$ cat src/rtl/dac_pkg.sv
// Shared definitions for the DAC frame sequencer: command-word layout, load codes,
// FSM states and the word-builder helper.
package dac_pkg;

    localparam int DAC_WORD_W = 24;
    localparam int SAMPLE_W   = 16;

    localparam int ADDR_LSB = 22;
    localparam int LD_LSB   = 20;
    localparam int CH_LSB   = 17;
    localparam int PD_BIT   = 16;

    localparam logic [1:0] LD_BUFFER     = 2'b00;
    localparam logic [1:0] LD_UPDATE_ALL = 2'b10;

    typedef enum logic [1:0] {
        ST_IDLE,
        ST_LOAD,
        ST_SEND,
        ST_WAIT
    } state_t;

    // Offset-binary conversion is just an MSB flip of the two's complement sample.
    function automatic logic [DAC_WORD_W-1:0] dac_word(
        input logic [1:0]          ch,
        input logic [1:0]          ld,
        input logic [SAMPLE_W-1:0] sample,
        input logic                signed_in
    );
        logic [DAC_WORD_W-1:0] w;
        w                        = '0;
        w[ADDR_LSB+1:ADDR_LSB]   = 2'b00;
        w[LD_LSB+1:LD_LSB]       = ld;
        w[CH_LSB+1:CH_LSB]       = ch;
        w[PD_BIT]                = 1'b0;
        w[SAMPLE_W-1:0]          = signed_in ? {~sample[SAMPLE_W-1], sample[SAMPLE_W-2:0]}
                                             : sample;
        return w;
    endfunction

endpackage

$ cat src/rtl/dac_frame_sequencer.sv
// Snapshots up to four channel samples per sample_tick and issues one DAC command word
// per enabled channel, spaced so each SPI transfer finishes before the next send.
module dac_frame_sequencer
    import dac_pkg::*;
#(
    parameter int NUM_CH    = 4,
    parameter int SEND_GAP  = 540,
    parameter int SIGNED_IN = 1
) (
    input  logic                         clock_in,
    input  logic                         reset_n,
    input  logic                         sample_tick,
    input  logic [SAMPLE_W*NUM_CH-1:0]   ch_data,
    input  logic [NUM_CH-1:0]            ch_enable,
    input  logic                         clear_overrun,
    output logic [DAC_WORD_W-1:0]        data_out,
    output logic                         send,
    output logic                         busy,
    output logic                         overrun
);

    localparam int GAP_W = $clog2(SEND_GAP + 1);

    state_t                state, state_nxt;
    logic [SAMPLE_W-1:0]   snap [NUM_CH];
    logic [NUM_CH-1:0]     pend;
    logic [1:0]            cur_ch;
    logic [GAP_W-1:0]      gap_cnt;
    logic                  gap_done;
    logic                  accept;
    logic                  set_ovr;

    // Lowest set bit wins; channels at or above NUM_CH have no mask bit and are never chosen.
    function automatic logic [1:0] lowest(input logic [NUM_CH-1:0] m);
        logic [1:0] idx;
        idx = '0;
        for (int i = NUM_CH - 1; i >= 0; i--) begin
            if (m[i]) idx = 2'(i);
        end
        return idx;
    endfunction

    function automatic logic [NUM_CH-1:0] drop(input logic [NUM_CH-1:0] m, input logic [1:0] idx);
        return m & ~(NUM_CH'(1) << idx);
    endfunction

    assign gap_done = (gap_cnt == GAP_W'(SEND_GAP - 1));

    always_comb begin
        state_nxt = state;
        accept    = 1'b0;
        case (state)
            ST_IDLE: begin
                if (sample_tick && (|ch_enable)) begin
                    accept    = 1'b1;
                    state_nxt = ST_LOAD;
                end
            end
            ST_LOAD: state_nxt = ST_SEND;
            ST_SEND: state_nxt = ST_WAIT;
            ST_WAIT: begin
                if (gap_done) state_nxt = (pend != '0) ? ST_LOAD : ST_IDLE;
            end
            default: state_nxt = ST_IDLE;
        endcase
    end

    // Any tick outside IDLE is lost, including the one landing on the WAIT->IDLE edge.
    assign set_ovr = sample_tick && (state != ST_IDLE);

    always_ff @(posedge clock_in or negedge reset_n) begin
        if (!reset_n) begin
            state <= ST_IDLE;
        end else begin
            state <= state_nxt;
        end
    end

    always_ff @(posedge clock_in or negedge reset_n) begin
        if (!reset_n) begin
            for (int i = 0; i < NUM_CH; i++) snap[i] <= '0;
            pend     <= '0;
            cur_ch   <= '0;
            gap_cnt  <= '0;
            data_out <= '0;
            send     <= 1'b0;
            busy     <= 1'b0;
            overrun  <= 1'b0;
        end else begin
            send <= (state == ST_SEND);
            busy <= (state_nxt != ST_IDLE);

            if (set_ovr)            overrun <= 1'b1;
            else if (clear_overrun) overrun <= 1'b0;

            if (accept) begin
                for (int i = 0; i < NUM_CH; i++) snap[i] <= ch_data[i*SAMPLE_W +: SAMPLE_W];
                cur_ch <= lowest(ch_enable);
                pend   <= drop(ch_enable, lowest(ch_enable));
            end

            // An empty remaining mask means this is the frame's last word.
            if (state == ST_LOAD) begin
                data_out <= dac_word(cur_ch, (pend == '0) ? LD_UPDATE_ALL : LD_BUFFER,
                                     snap[cur_ch], SIGNED_IN != 0);
            end

            if (state == ST_SEND)      gap_cnt <= '0;
            else if (state == ST_WAIT) gap_cnt <= gap_cnt + GAP_W'(1);

            if ((state == ST_WAIT) && gap_done && (pend != '0)) begin
                cur_ch <= lowest(pend);
                pend   <= drop(pend, lowest(pend));
            end
        end
    end

endmodule

$ cat config.mk
export PLATFORM = sky130hd
export DESIGN_NAME = dac_frame_sequencer
export DESIGN_NICKNAME = d
export VERILOG_FILES = /design/src/rtl/dac_pkg.sv /design/src/rtl/dac_frame_sequencer.sv
export SDC_FILE = /design/constraint.sdc
export NUM_CORES = 1
export LEC_CHECK = 0
export ABC_AREA = 1
export BUFFER_PORTS_ARGS = -buffer_cell sky130_fd_sc_hd__buf_2
export CORE_ASPECT_RATIO = 1.2
export CORE_UTILIZATION = 55
export CTS_CLUSTER_SIZE = 25
export DETAILED_ROUTE_END_ITERATION = 12
export PLACE_DENSITY = 0.91
export SYNTH_ARGS = -nofsm -noshare
export SYNTH_HDL_FRONTEND = slang
export SYNTH_SLANG_ARGS = --single-unit
export TNS_END_PERCENT = 50
$ cat constraint.sdc
create_clock -name clock_in -period 1.6 [get_ports clock_in]
set_input_delay 0.08 -clock clock_in [delete_from_list [all_inputs] [get_ports clock_in]]
set_output_delay 0.08 -clock clock_in [all_outputs]
set_load 0.01 [all_outputs]
Word level (Yosys, flattened, before mapping)
Cells that the tools add are included.

Register bits after elaboration: 105. Bits of input ports: 72. Output and inout port bits: 27. Logic and storage cells: 66.

Add/sub/neg operators: 1. $lt $le $gt $ge: 1. Equality and inequality tests: 4. Shifts and indexed selects: 2. Muxes and demuxes: 27. Bitwise operators: 6. Reductions and logical operators: 13.

Operators by type and width (count): binary-select mux 16 bit (select 2 bit) (1); two-way mux 16 bit (2); two-way mux 2 bit (14); two-way mux 10 bit (2); adder 10 x 1 -> 10 bit (second input constant) (1); == test 10 bit (second input constant) (1); nonzero test 2 bit (5); AND 4 bit (2); two-way mux 4 bit (2); NOT 4 bit (2); case mux 2 bit (4 select lines) (1); left shift 1 x 2 -> 4 bit (first input constant) (2); two-way mux 1 bit (5); == test 2 bit (second input constant) (2); logical AND 1 bit (4); logical NOT 4 bit (1); nonzero test 4 bit (1); OR reduction 4 bit (1); greater-or-equal comparator 3 bit (second input constant) (1); NOT 2 -> 3 bit (1); == test 2 x 1 -> 1 bit (second input constant) (1); logical NOT 2 bit (1); NOT 1 bit (1).

Depth between registers and ports, before layout
Gate-level depths: netlist (run 1).

Depth in word-level cells: 10. Depth in mapped cells: 10. Gate-level depth less buffers: 10.

Least setup slack after synthesis (run 1)
Ideal clock, no wire load.

Path kind: flip-flop to flip-flop. Start: register gap_cnt[0]. End: register pend[2]. Library setup time: 0.116 ns. Data arrival time: 1.281 ns. Data required time: 1.484 ns. Path slack: 0.203 ns. Stages on the path, launching flop included: 11. Buffers on the path: 0. Period minus slack after synthesis: 1.397 ns. Path through: dfrtp_1 > ha_1 > inv_1 > nor2_1 > nand3_2 > nor2_2 > nand3_2 > nand2_2 > nand2_1 > nand2_1 > nand2_1.

Word-level cells in the longest chain between the ends: 4. Elaborated cells between the ends (all ways): 5. Those cells by class: eq/ne: 1; mux: 1; reduce/logical: 3.

Ends and longest elaborated chain: start, declared (RTL line dac_frame_sequencer.sv:28) `logic [GAP_W-1:0] gap_cnt;`; start signal, assigned (RTL line dac_frame_sequencer.sv:109) `else if (state == ST_WAIT) gap_cnt <= gap_cnt + GAP_W'(1);`; == test 10 bit (*) (RTL line dac_frame_sequencer.sv:47) `assign gap_done = (gap_cnt == GAP_W'(SEND_GAP - 1));`; logical AND 1 bit (*) (2 in a row) (RTL line dac_frame_sequencer.sv:111) `if ((state == ST_WAIT) && gap_done && (pend != '0)) begin`; two-way mux 4 bit or nonzero test 2 bit (tied branches); end signal, assigned (RTL line dac_frame_sequencer.sv:99) `pend <= drop(ch_enable, lowest(ch_enable));`; end signal, assigned (RTL line dac_frame_sequencer.sv:113) `pend <= drop(pend, lowest(pend));`; end, declared (RTL line dac_frame_sequencer.sv:26) `logic [NUM_CH-1:0] pend;`.

Every way passes the cells marked *; elsewhere a longest branch is shown, timed or not. A chain may end at the register's enable or synchronous reset.

Final worst setup path (run 1)
Start: register gap_cnt[1]. End: register pend[3].

Same word-level chain as after synthesis.

==> summary.md, run 1 <==
| Metric | Value |
|---|---|
| DP HPWL | about 8.0 mm |
| Yosys top cell by area | dfrtp_1 |
| Vias/cell | ~5.3 |
| First-pass GRT wire length | 20.98 mm |
| Vias in the first global route | 4538 |
| Min Tclk post-route | between 1.5 and 2 ns |
| CP Max Fanout | 6 |
| DR DRC count | 0 |
| Via count | between 4000 and 5000 |
| Deepest clock path buffer count | 2 |
| Flop2flop setup slack | between 0.05 and 0.06 ns |
| Synth Area in XOR/XNOR | less than 1% |
| Crit share post-route | 96.58% |
| Status | completed |
| Die W | 86.58 µm |
| Routed WL per cell | ~16 µm |
| Max Slew Vio Count | 0 |
| Die area | about 9000 µm² |
| Layout cells sized above 1 | about a fifth |
| Initial Util | between 50% and 60% |
| Fin nets | ~800 |
| Min-Delay Path Class | input pin to register |
| Final hold violation count | 0 |
| VDD IR max | 0.5761 mV |
| Cell Area, Placed | ~5300 µm² |
| I/O pin count | between 90 and 100 |
| Setup bufs post-CTS | 0 |
| GRT met3 Usage | just under 6% |
| Synth Register Bits | around 100 |
| Max Cap Viol | 0 |
| DRT antenna net count | 0 |
| TritonCTS clock tree | done |
| Complex-gate fraction of the synthesized area | roughly 11% |
| Post-synth EDFFs | 0 |
| Post-layout util | roughly three quarters |
| M1 GR Usage | between 30 and 40% |
| GR Util All Layers | ~31% |
| # rows | 36 |
| Sequential-to-total area share from yosys stat | between 50% and 60% |
| WS Path Type | register to register |
| Final instance area | between 6000 and 7000 µm² |
| Cells after Synth | 572 |
| Clock root buffer master | clkbuf_8 |
| DRT Pass-1 Iters | 5 |
| CP endpoint kind | register |
| Largest net degree at the start of global routing | 50 |
| Adder-Cell Fraction of Synth Area | less than 1% |
| Final setup fails | 0 |
| Netlist Area Pre-Place | 4721 µm² |
| CP startpoint | gap_cnt[1] |
| Synth Area in Simple Gates | about a quarter |
| CTS sink cnt | around 100 |
| Avg Cell Area, Syn | ~8.3 µm² |
| Post-synth top cells | nand2_1 (206), dfrtp_1 (104), nor2_1 (55) |
| WL final | approximately 13 mm |
| Clock Pin Slew Worst Setup and Hold Paths | 0.10 ns |
| Fmax | around 0.65 GHz |
| Initial antenna violation count | 0 |
| Die Span Y | between 100 and 150 µm |
| Port bufs | a little over 90 |
| Most used DFF post-synth | dfrtp_1 |
| Final hold slack | 0.02171 ns |
| Area growth from synthesis to layout | 31.91% |
| Global placement routability congestion | ~0.94 |
| Global route overflow | 0 |
| Crit path DAT | approximately 1.8 ns |
| Post-synthesis mux area share | 0% |
| Top-count cell post-synth | nand2_1 |
| TritonCTS Buffers | 9 |
| Combinational family with the most area after synthesis | simple AND/OR/NAND/NOR gates |
| Worst Path Required | roughly 1.9 ns |
| Setup crit start kind | register |
| Top-area cell type share of the netlist area | roughly 55% |
| Core area | between 8000 and 9000 µm² |
| Power density over cell area | around 800 nW/µm² |
| Post-synth ARST share | 100.0% |
| Htree depth | 3 |
| GR Util met2 | between 50 and 60% |
| Final clock skew | between 0.01 and 0.015 ns |
| Leakage | about 3.2 nW |
| Largest cells by area after synthesis | dfrtp_1 (55%), nand2_1 (16%), o21ai_0 (4.7%) |
| R2R Path End | pend[3] |
| Worst-Skew Late Latency | ~0.36 ns |
| Ys Warns | 0 |
| R2R depth | 10 |
| Ant. Diodes | 0 |
| Worst r2r src | gap_cnt[1] |
| Unique cell type count in the Yosys netlist | 32 |
| DRT iter0 DRCs | approximately 390 |
| Worst setup endpoint | pend[3] |
| Grt peak-use layer | met2 |
worst min-delay path by stage:
| stage | endpoint | slack (ns) | cells after the start | startpoint |
|---|---|---|---|---|
| 4_1_cts | pend[1] | 0.02 | 3 | ch_enable[1] |
| 2_1_floorplan | busy | -0.22 | 0 | reset_n |
| 3_3_place_gp | overrun | 0.02 | 1 | reset_n |
| 3_5_place_dp | overrun | 0.02 | 1 | reset_n |
| 6_report | pend[1] | 0.02 | 3 | ch_enable[1] |
| 5_1_grt | pend[1] | 0.01 | 3 | ch_enable[1] |
cells by family after synthesis:
| kind of cell | Yosys count |
|---|---|
| and+or+nand+nor | 291 |
| DFF | 104 |
| AOI/OAI and AO/OA | 93 |
| buffers and inverters | 80 |
| xor gates and xnor gates | 2 |
| adders and majority gates | 1 |
| other | 1 |
power by group:
group | leakage, nW | internal [mW] | total, mW | switching [mW]
Sequential | 1.23 | 2.76 | 2.83 | 0.0705
Clock | 0.106 | 0.821 | 1.75 | 0.930
Combinational | 1.89 | 0.274 | 0.538 | 0.264
Total | 3.22 | 3.85 | 5.12 | 1.27
worst max-delay path: stages, from the launching register on:
cell and delay (ns):
dfrtp_1 0.44, ha_4 0.18, inv_1 0.04, nor2_1 0.10, nand3_2 0.13, nor2_4 0.17, nand3_4 0.12, nand2_1 0.09
nand2_1 0.05, nand2_1 0.06, nand2_1 0.05
through the flow:
step                      setup slack [ns]  std cells  power [mW]  TNS [ns]
after global routing              -0.03021        849       5.320   -0.1200
after detailed placement           0.01833        765       3.264         0
after global placement              0.1151        765       3.239         0
final                              0.05478        849       5.116         0
after floorplan                     0.2025        576       3.029         0
after CTS                         0.001880        849       5.101         0
area by class of cell:
cell class              count  area, µm²
multi-input cells         392       1798
flip-flops and latches    104       2604
clock inverters             5      63.81
inverters                  47      177.7
clock buffers              11      151.4
repair buffers            176       1290
well taps                 114      142.6
fillers                   572       2016
placed cells by master, fill, tap and decap left out, types with 2 or more instances in the layout:
| master | instances |
|---|---|
| nor2_1 | 53 |
| nand2_1 | 206 |
| nand2_4 | 2 |
| a31oi_1 | 16 |
| a21oi_1 | 15 |
| buf_2 | 92 |
| o211ai_1 | 14 |
| buf_12 | 2 |
| clkbuf_8 | 11 |
| inv_2 | 2 |
| nand3_1 | 16 |
| dlygate4sd3_1 | 68 |
| inv_1 | 44 |
| dfrtp_1 | 103 |
| nand4_1 | 3 |
| conb_1 | 5 |
| buf_4 | 13 |
| nor2_2 | 3 |
| clkinv_4 | 2 |
| o21ai_0 | 44 |
per-layer routing:
metal  vias to the layer above  wire (µm)
li1                       2120          -
met2                       179       7083
met1                      2165       4968
met5                         -          0
met3                        50        747
met4                         0        487
registers in the layout, indices dropped and copies added, names as in the netlist:
name / count
gap_cnt: 10
state: 2
pend: 4
cur_ch: 2
overrun: 1
snap: 64
data_out: 19
busy: 1
send: 1
timing repair:
| action | CTS | global route |
|---|---|---|
| resized for setup | 0 | 9 |
| endpoints found under the setup margin | 0 | 19 |
| hold buffers | 68 | 0 |
| endpoints found under the hold margin | 106 | 0 |
(Power assumes the default switching activity.)
==> run 2: changes to the inputs <==
--- a/config.mk
+++ b/config.mk
@@ -5,13 +5,12 @@
 export SDC_FILE = /design/constraint.sdc
 export NUM_CORES = 1
 export LEC_CHECK = 0
-export ABC_AREA = 1
 export BUFFER_PORTS_ARGS = -buffer_cell sky130_fd_sc_hd__buf_2
 export CORE_ASPECT_RATIO = 1.2
-export CORE_UTILIZATION = 55
+export CORE_UTILIZATION = 33
 export CTS_CLUSTER_SIZE = 25
 export DETAILED_ROUTE_END_ITERATION = 12
-export PLACE_DENSITY = 0.91
+export PLACE_DENSITY = 0.64
 export SYNTH_ARGS = -nofsm -noshare
 export SYNTH_HDL_FRONTEND = slang
 export SYNTH_SLANG_ARGS = --single-unit
==> summary.md, run 2 <==
| Metric | Value |
|---|---|
| Clock power frac | between 30 and 40% |
| Logic pwr share | 8.9% |
| Commonest non-fill, non-tap cell in the layout | nand2_1 |
| Area growth from synthesis to layout | 41.96% |
| Min Tclk post-route | roughly 1.9 ns |
| Cell-internal power | about 4.2 mW |
| Worst Path Required | between 1.5 and 2 ns |
| DRT antenna net count | 0 |
| Post-synth top cells | nand2_1 (202), dfrtp_1 (104), mux2_2 (17) |
| DRT Pass-1 Iters | 7 |
| Post-synth EDFFs | 0 |
| Net switching power figure | about 1.2 mW |
| Die Span Y | 131.1 µm |
| Ant. Diodes | 0 |
| CTS sink cnt | 104 |
| Initial antenna violation count | 0 |
| Largest net degree at the start of global routing | 41 |
| DR DRC count | 0 |
| Setup TNS Final | -1.819 ns |
| Max Cap Viol | 0 |
| Max stage delay cell, worst path | or4b_4 |
| Die W | ~110 µm |
| First-pass GRT wire length | between 15 and 20 mm |
| Final setup fails | 9 |
| I/O pin count | 99 |
| Port bufs | 93 |
| Via count | around 3800 |
| Flop pwr share | 51.5% |
| WS Path Type | register to register |
| Yosys top cell by area | dfrtp_1 |
| Global placement routability congestion | approximately 0.81 |
| Unique cell type count in the Yosys netlist | ~50 |
| Fin nets | between 600 and 700 |
| Net Sw Frac | between 20 and 25% |
| Global route overflow | 0 |
| CP endpoint kind | register |
| Worst-Skew Late Latency | ~0.34 ns |
| Layout cells sized above 1 | ~30% |
| R2R depth | 4 |
| Min-Delay Path Class | input pin to register |
| WL final | about 11 mm |
| Commonest non-fill, non-tap cells in the layout | nand2_1 (202), dfrtp_1 (104), buf_2 (92) |
| Top-count cell post-synth | nand2_1 |
| Final hold slack | around 0.019 ns |
| Clock root buffer master | clkbuf_16 |
| Avg Cell Area, Syn | between 10 and 15 µm² |
| Post-synth ARST share | 100.0% |
| # rows | 46 |
| Power density over cell area | approximately 840 nW/µm² |
| Sequential-to-total area share from yosys stat | between 50% and 60% |
| Clock Pin Slew Worst Setup and Hold Paths | around 0.07 ns |
| Netlist Area Pre-Place | between 4000 and 5000 µm² |
| Setup crit start kind | register |
| Core area | about 13000 µm² |
| Max FFs per register | 64 |
| Htree depth | 3 |
| Largest cells by area after synthesis | dfrtp_1 (57%), nand2_1 (17%), mux4_2 (7.9%) |
| Max Slew Vio Count | 0 |
| DRT iter0 DRCs | roughly 120 |
| Vias/cell | around 4.8 |
| Deepest clock path buffer count | 2 |
| Vias in the first global route | 3844 |
| Final clock skew | slightly below 0.009 ns |
| Most used DFF post-synth | dfrtp_1 |
| Routed WL per cell | 14.04 µm |
| Die area | about 14000 µm² |
| VDD IR max | roughly 0.5 mV |
| Cells after Synth | between 400 and 500 |
| TritonCTS clock tree | done |
| DP HPWL | approximately 7 mm |
| Crit path DAT | 2.09 ns |
| Ys Warns | 0 |
| GR Util All Layers | 16.21% |
| Final worst slack | -0.2628 ns |
| Top Registers | snap x64, data_out x19, gap_cnt x10 |
| Crit share post-route | 116.4% |
| Failing checks | setup timing |
| Biggest register | snap |
| Initial Util | between 30% and 40% |
| Cells along the critical path | or4b_4 > or4_4 > nand2b_4 > a31o_1 |
| CP Max Fanout | 6 |
| Status | finished with violations |
| CP max stage delay | about 0.54 ns |
| Worst hold path stage count | 3 |
| Top-area cell type share of the netlist area | between 50% and 60% |
| Fmax | roughly 0.54 GHz |
| Unrepaired setup endpoints after global routing | yes |
| Leakage | 3.315 nW |
| Final hold violation count | 0 |
| TritonCTS Buffers | 9 |
| Synth Register Bits | between 100 and 150 |
## run 2: final timing paths
kind / startpoint / to / slack (ns)
worst max-delay path: gap_cnt[7] / cur_ch[0] / -0.26
worst min-delay path: sample_tick / overrun / 0.02
worst max register to register: gap_cnt[7] / cur_ch[0] / -0.26
worst min register to register: snap[22] / snap[22] / 0.47
max in group asynchronous: reset_n / data_out[7] / 0.80
min in group asynchronous: reset_n / snap[34] / 0.23
## run 2: worst max-delay path, delay by kind of cell (launching register included)
kind	cells	cell delay, ns
flip-flops	1	0.38
AND/OR/NAND/NOR	3	1.19
AO/OA/AOI/OAI	1	0.20
## run 2: layout make-up
type,instances,area [µm²]
fill,1210,6900
clock inverter,7,70.07
multi-input combinational,313,1856
tap,168,210.2
inverter,7,26.28
timing repair buffer,190,1520
clock buffer,9,225.2
sequential,104,2603
## run 2: kinds of logic after synthesis
| kind of cell | synth area share, % |
|---|---|
| AND/OR/NAND/NOR | 21.66 |
| flip-flops | 56.75 |
| buffers and inverters | 3.902 |
| multiplexers | 12.47 |
| AO/OA/AOI/OAI | 4.284 |
| XOR/XNOR | 0.5731 |
| adder cells (fa/ha/maj) | 0.2728 |
| other | 0.08178 |
## run 2: repair_timing
item	4_1_cts	5_1_grt
pin swaps	1	0
buffers inserted	2	1
gates cloned	0	2
endpoints found under the setup margin	9	47
hold buffers	66	0
gates resized for setup	4	4
hold endpoints to repair	93	0
## run 2: layer usage
layer,track usage [%],wire length (µm)
met5,0,0
met4,5.259,181
met3,2.976,386
met2,27.08,5638
met1,21.00,5000
## run 2: power groups by stage
stage | sequential (mW) | clock, mW | combinational, mW
after floorplan | 2.85 | 0 | 0.149
after global placement | 2.85 | 0 | 0.352
after detailed placement | 2.86 | 0 | 0.359
after CTS | 2.80 | 2.23 | 0.485
after global routing | 2.82 | 2.33 | 0.540
final | 2.80 | 2.16 | 0.483
## run 2: stage by stage
step / area (µm²) / util [%] / total power, mW / setup slack (ns) / std cells
finish: 6510 / 48.54 / 5.449 / -0.2628 / 798
global route: 6510 / 48.54 / 5.689 / -0.3059 / 798
CTS: 6435 / 47.98 / 5.519 / -0.2540 / 795
detailed placement: 5454 / 40.67 / 3.214 / -0.2922 / 711
global placement: 5454 / 40.67 / 3.199 / -0.2868 / 711
floorplan: 4611 / - / 3.000 / -0.3178 / 453
==> run 3: changes to the inputs <==
--- a/config.mk
+++ b/config.mk
@@ -7,10 +7,11 @@
 export LEC_CHECK = 0
 export BUFFER_PORTS_ARGS = -buffer_cell sky130_fd_sc_hd__buf_2
 export CORE_ASPECT_RATIO = 1.2
-export CORE_UTILIZATION = 33
+export CORE_UTILIZATION = 54
 export CTS_CLUSTER_SIZE = 25
 export DETAILED_ROUTE_END_ITERATION = 12
-export PLACE_DENSITY = 0.64
+export PLACE_DENSITY = 0.9
+export REMOVE_ABC_BUFFERS = 1
 export SYNTH_ARGS = -nofsm -noshare
 export SYNTH_HDL_FRONTEND = slang
 export SYNTH_SLANG_ARGS = --single-unit
==> summary.md, run 3 (same netlist as run 2, synthesis figures left out) <==
| Metric | Value |
|---|---|
| Htree depth | 3 |
| DRT antenna net count | 0 |
| Global route overflow | 0 |
| I/O pin count | 99 |
| Die W | 86.12 µm |
| CP endpoint kind | register |
| Actual slew at the worst max-slew pin | 0.5413 ns |
| Worst hold path stage count | 3 |
| Post-layout util | approximately 80% |
| First-pass GRT wire length | slightly below 20 mm |
| Grt peak-use layer | met2 |
| Ant. Diodes | 0 |
| Deepest clock path buffer count | 2 |
| Hold Path End | pend[1] |
| Setup crit start kind | register |
| CP top delay family | simple AND/OR/NAND/NOR gates |
| Vias/cell | around 5.4 |
| WL final | 12.63 mm |
| Max FFs per register | 64 |
| Min Tclk post-route | roughly 1.9 ns |
| Leakage | 3.335 nW |
| Initial antenna violation count | 0 |
| Worst r2r src | gap_cnt[7] |
| TritonCTS clock tree | done |
| Final instance area | roughly 6500 µm² |
| Crit share post-route | 118.3% |
| Routed WL per cell | 16.70 µm |
| Commonest non-fill, non-tap cell in the layout | nand2_1 |
| Final clock skew | roughly 0.011 ns |
| GR Util All Layers | between 20% and 30% |
| DRT iter0 DRCs | 271 |
| Global placement routability congestion | between 0.8 and 0.9 |
| Min-Delay Path Class | input pin to register |
| Area growth from synthesis to layout | 41.34% |
| Final hold violation count | 0 |
| Failing checks | setup timing |
| CP Max Fanout | 7 |
| DP HPWL | 7.150 mm |
| Largest net degree at the start of global routing | 42 |
| Power density over cell area | about 770 nW/µm² |
| GR Util met2 | ~52% |
| Port bufs | 93 |
| Clock root buffer master | clkbuf_8 |
| Cell Area, Placed | 5414 µm² |
| Unrepaired setup endpoints after global routing | yes |
| CP Buf/Inv Count | 0 |
| Worst-Skew Late Latency | roughly 0.37 ns |
| Core area | 8198 µm² |
| Fin nets | 710 |
| Fmax | between 0.5 and 0.6 GHz |
| # rows | 36 |
| Biggest register | snap |
| Flop2flop setup slack | -0.29 ns |
| Crit path DAT | 2.15 ns |
| Max Slew Vio Count | 0 |
| Max stage delay cell, worst path | or4b_4 |
| Layout cells sized above 1 | 30.53% |
| Final worst slack | -0.2933 ns |
| M1 GR Usage | about 34% |
| DRT Pass-1 Iters | 5 |
| R2R depth | 4 |
| Max Cap Viol | 0 |
| HP Start | ch_enable[1] |
| TritonCTS Buffers | 9 |
| Worst Path Required | about 1.9 ns |
| Clock Pin Slew Worst Setup and Hold Paths | 0.09 ns |
| Relative slew slack | ~64% |
| Die area | 8866 µm² |
| DR DRC count | 0 |
| Vias in the first global route | 4181 |
| WS Path Type | register to register |
| Die Span Y | 102.9 µm |
| Final setup fails | 9 |
| R2R Path End | cur_ch[0] |
| Status | finished with violations |
| Via count | 4090 |
| CTS sink cnt | ~100 |
| VDD IR max | about 0.45 mV |
| Commonest non-fill, non-tap cells in the layout | nand2_1 (202), dfrtp_1 (104), buf_2 (92) |
| Cells along the critical path | or4b_4 > or4_4 > nand2b_4 > a31o_1 |
| GRT met3 Usage | under 10% |
| CP max stage delay | between 0.5 and 0.6 ns |
| Top Registers | snap x64, data_out x19, gap_cnt x10 |
| Initial Util | between 50% and 60% |
| Setup TNS Final | -1.926 ns |
run 3: cell types whose count changed in the layout (fill, tap and decap cells not counted), moves of 2 or more:
cell,change
clkbuf_8,+10
buf_4,+8
clkbuf_16,-7
dlygate4sd3_1,+2
nor2_2,-2
run 3: final cells by class:
| cell class | instances | area (µm²) |
|---|---|---|
| Sequential cell | 104 | 2603 |
| Clock buffer | 11 | 141.4 |
| Inverter | 7 | 26.28 |
| Timing Repair Buffer | 202 | 1642 |
| Clock inverter | 5 | 56.30 |
| Tap cell | 114 | 142.6 |
| Multi-Input combinational cell | 313 | 1871 |
| Fill cell | 506 | 1717 |
run 3: tightest hold or removal path, cell delays in order:
cell and delay, ns:
buf_2 0.12, nand3_1 0.09, a2bb2oi_1 0.07
run 3: worst max path at each step:
| stage | from | end | slack (ns) | cells past startpoint |
|---|---|---|---|---|
| finish | gap_cnt[7] | cur_ch[0] | -0.29 | 4 |
| global route | gap_cnt[7] | cur_ch[0] | -0.31 | 4 |
| CTS | gap_cnt[7] | cur_ch[0] | -0.25 | 4 |
| detailed placement | gap_cnt[2] | cur_ch[0] | -0.39 | 4 |
| global placement | gap_cnt[2] | cur_ch[0] | -0.34 | 4 |
| floorplan | ch_enable[2] | pend[0] | -1.67 | 3 |
run 3: metal layers:
metal / wire length, µm / vias up
li1: - / 1840
met1: 4885 / 1994
met2: 6467 / 192
met3: 591 / 64
met4: 681 / 0
met5: 0 / -
run 3: repair_timing:
action | 4_1_cts | 5_1_grt
cloned | 0 | 4
hold buffers | 68 | 0
endpoints found under the hold margin | 103 | 0
buffers inserted | 1 | 4
gates resized for setup | 9 | 5
endpoints found under the setup margin | 67 | 84
pin swaps | 5 | 2
run 3: stage by stage:
step,hold WS [ns],total power [mW],setup WS [ns],cells
floorplan,-0.2156,2.989,-1.667,424
global placement,0.08931,3.194,-0.3361,663
finish,0.03191,4.964,-0.2933,756
detailed placement,0.09498,3.220,-0.3937,663
global route,0.03244,5.165,-0.3113,756
CTS,0.01384,4.956,-0.2494,748
run 3: report_power, final:
| part | total, mW | internal, mW | switching, mW |
|---|---|---|---|
| logic | 0.509 | 0.290 | 0.218 |
| registers | 2.81 | 2.74 | 0.0676 |
| clock network | 1.65 | 0.765 | 0.881 |
| total | 4.96 | 3.80 | 1.17 |
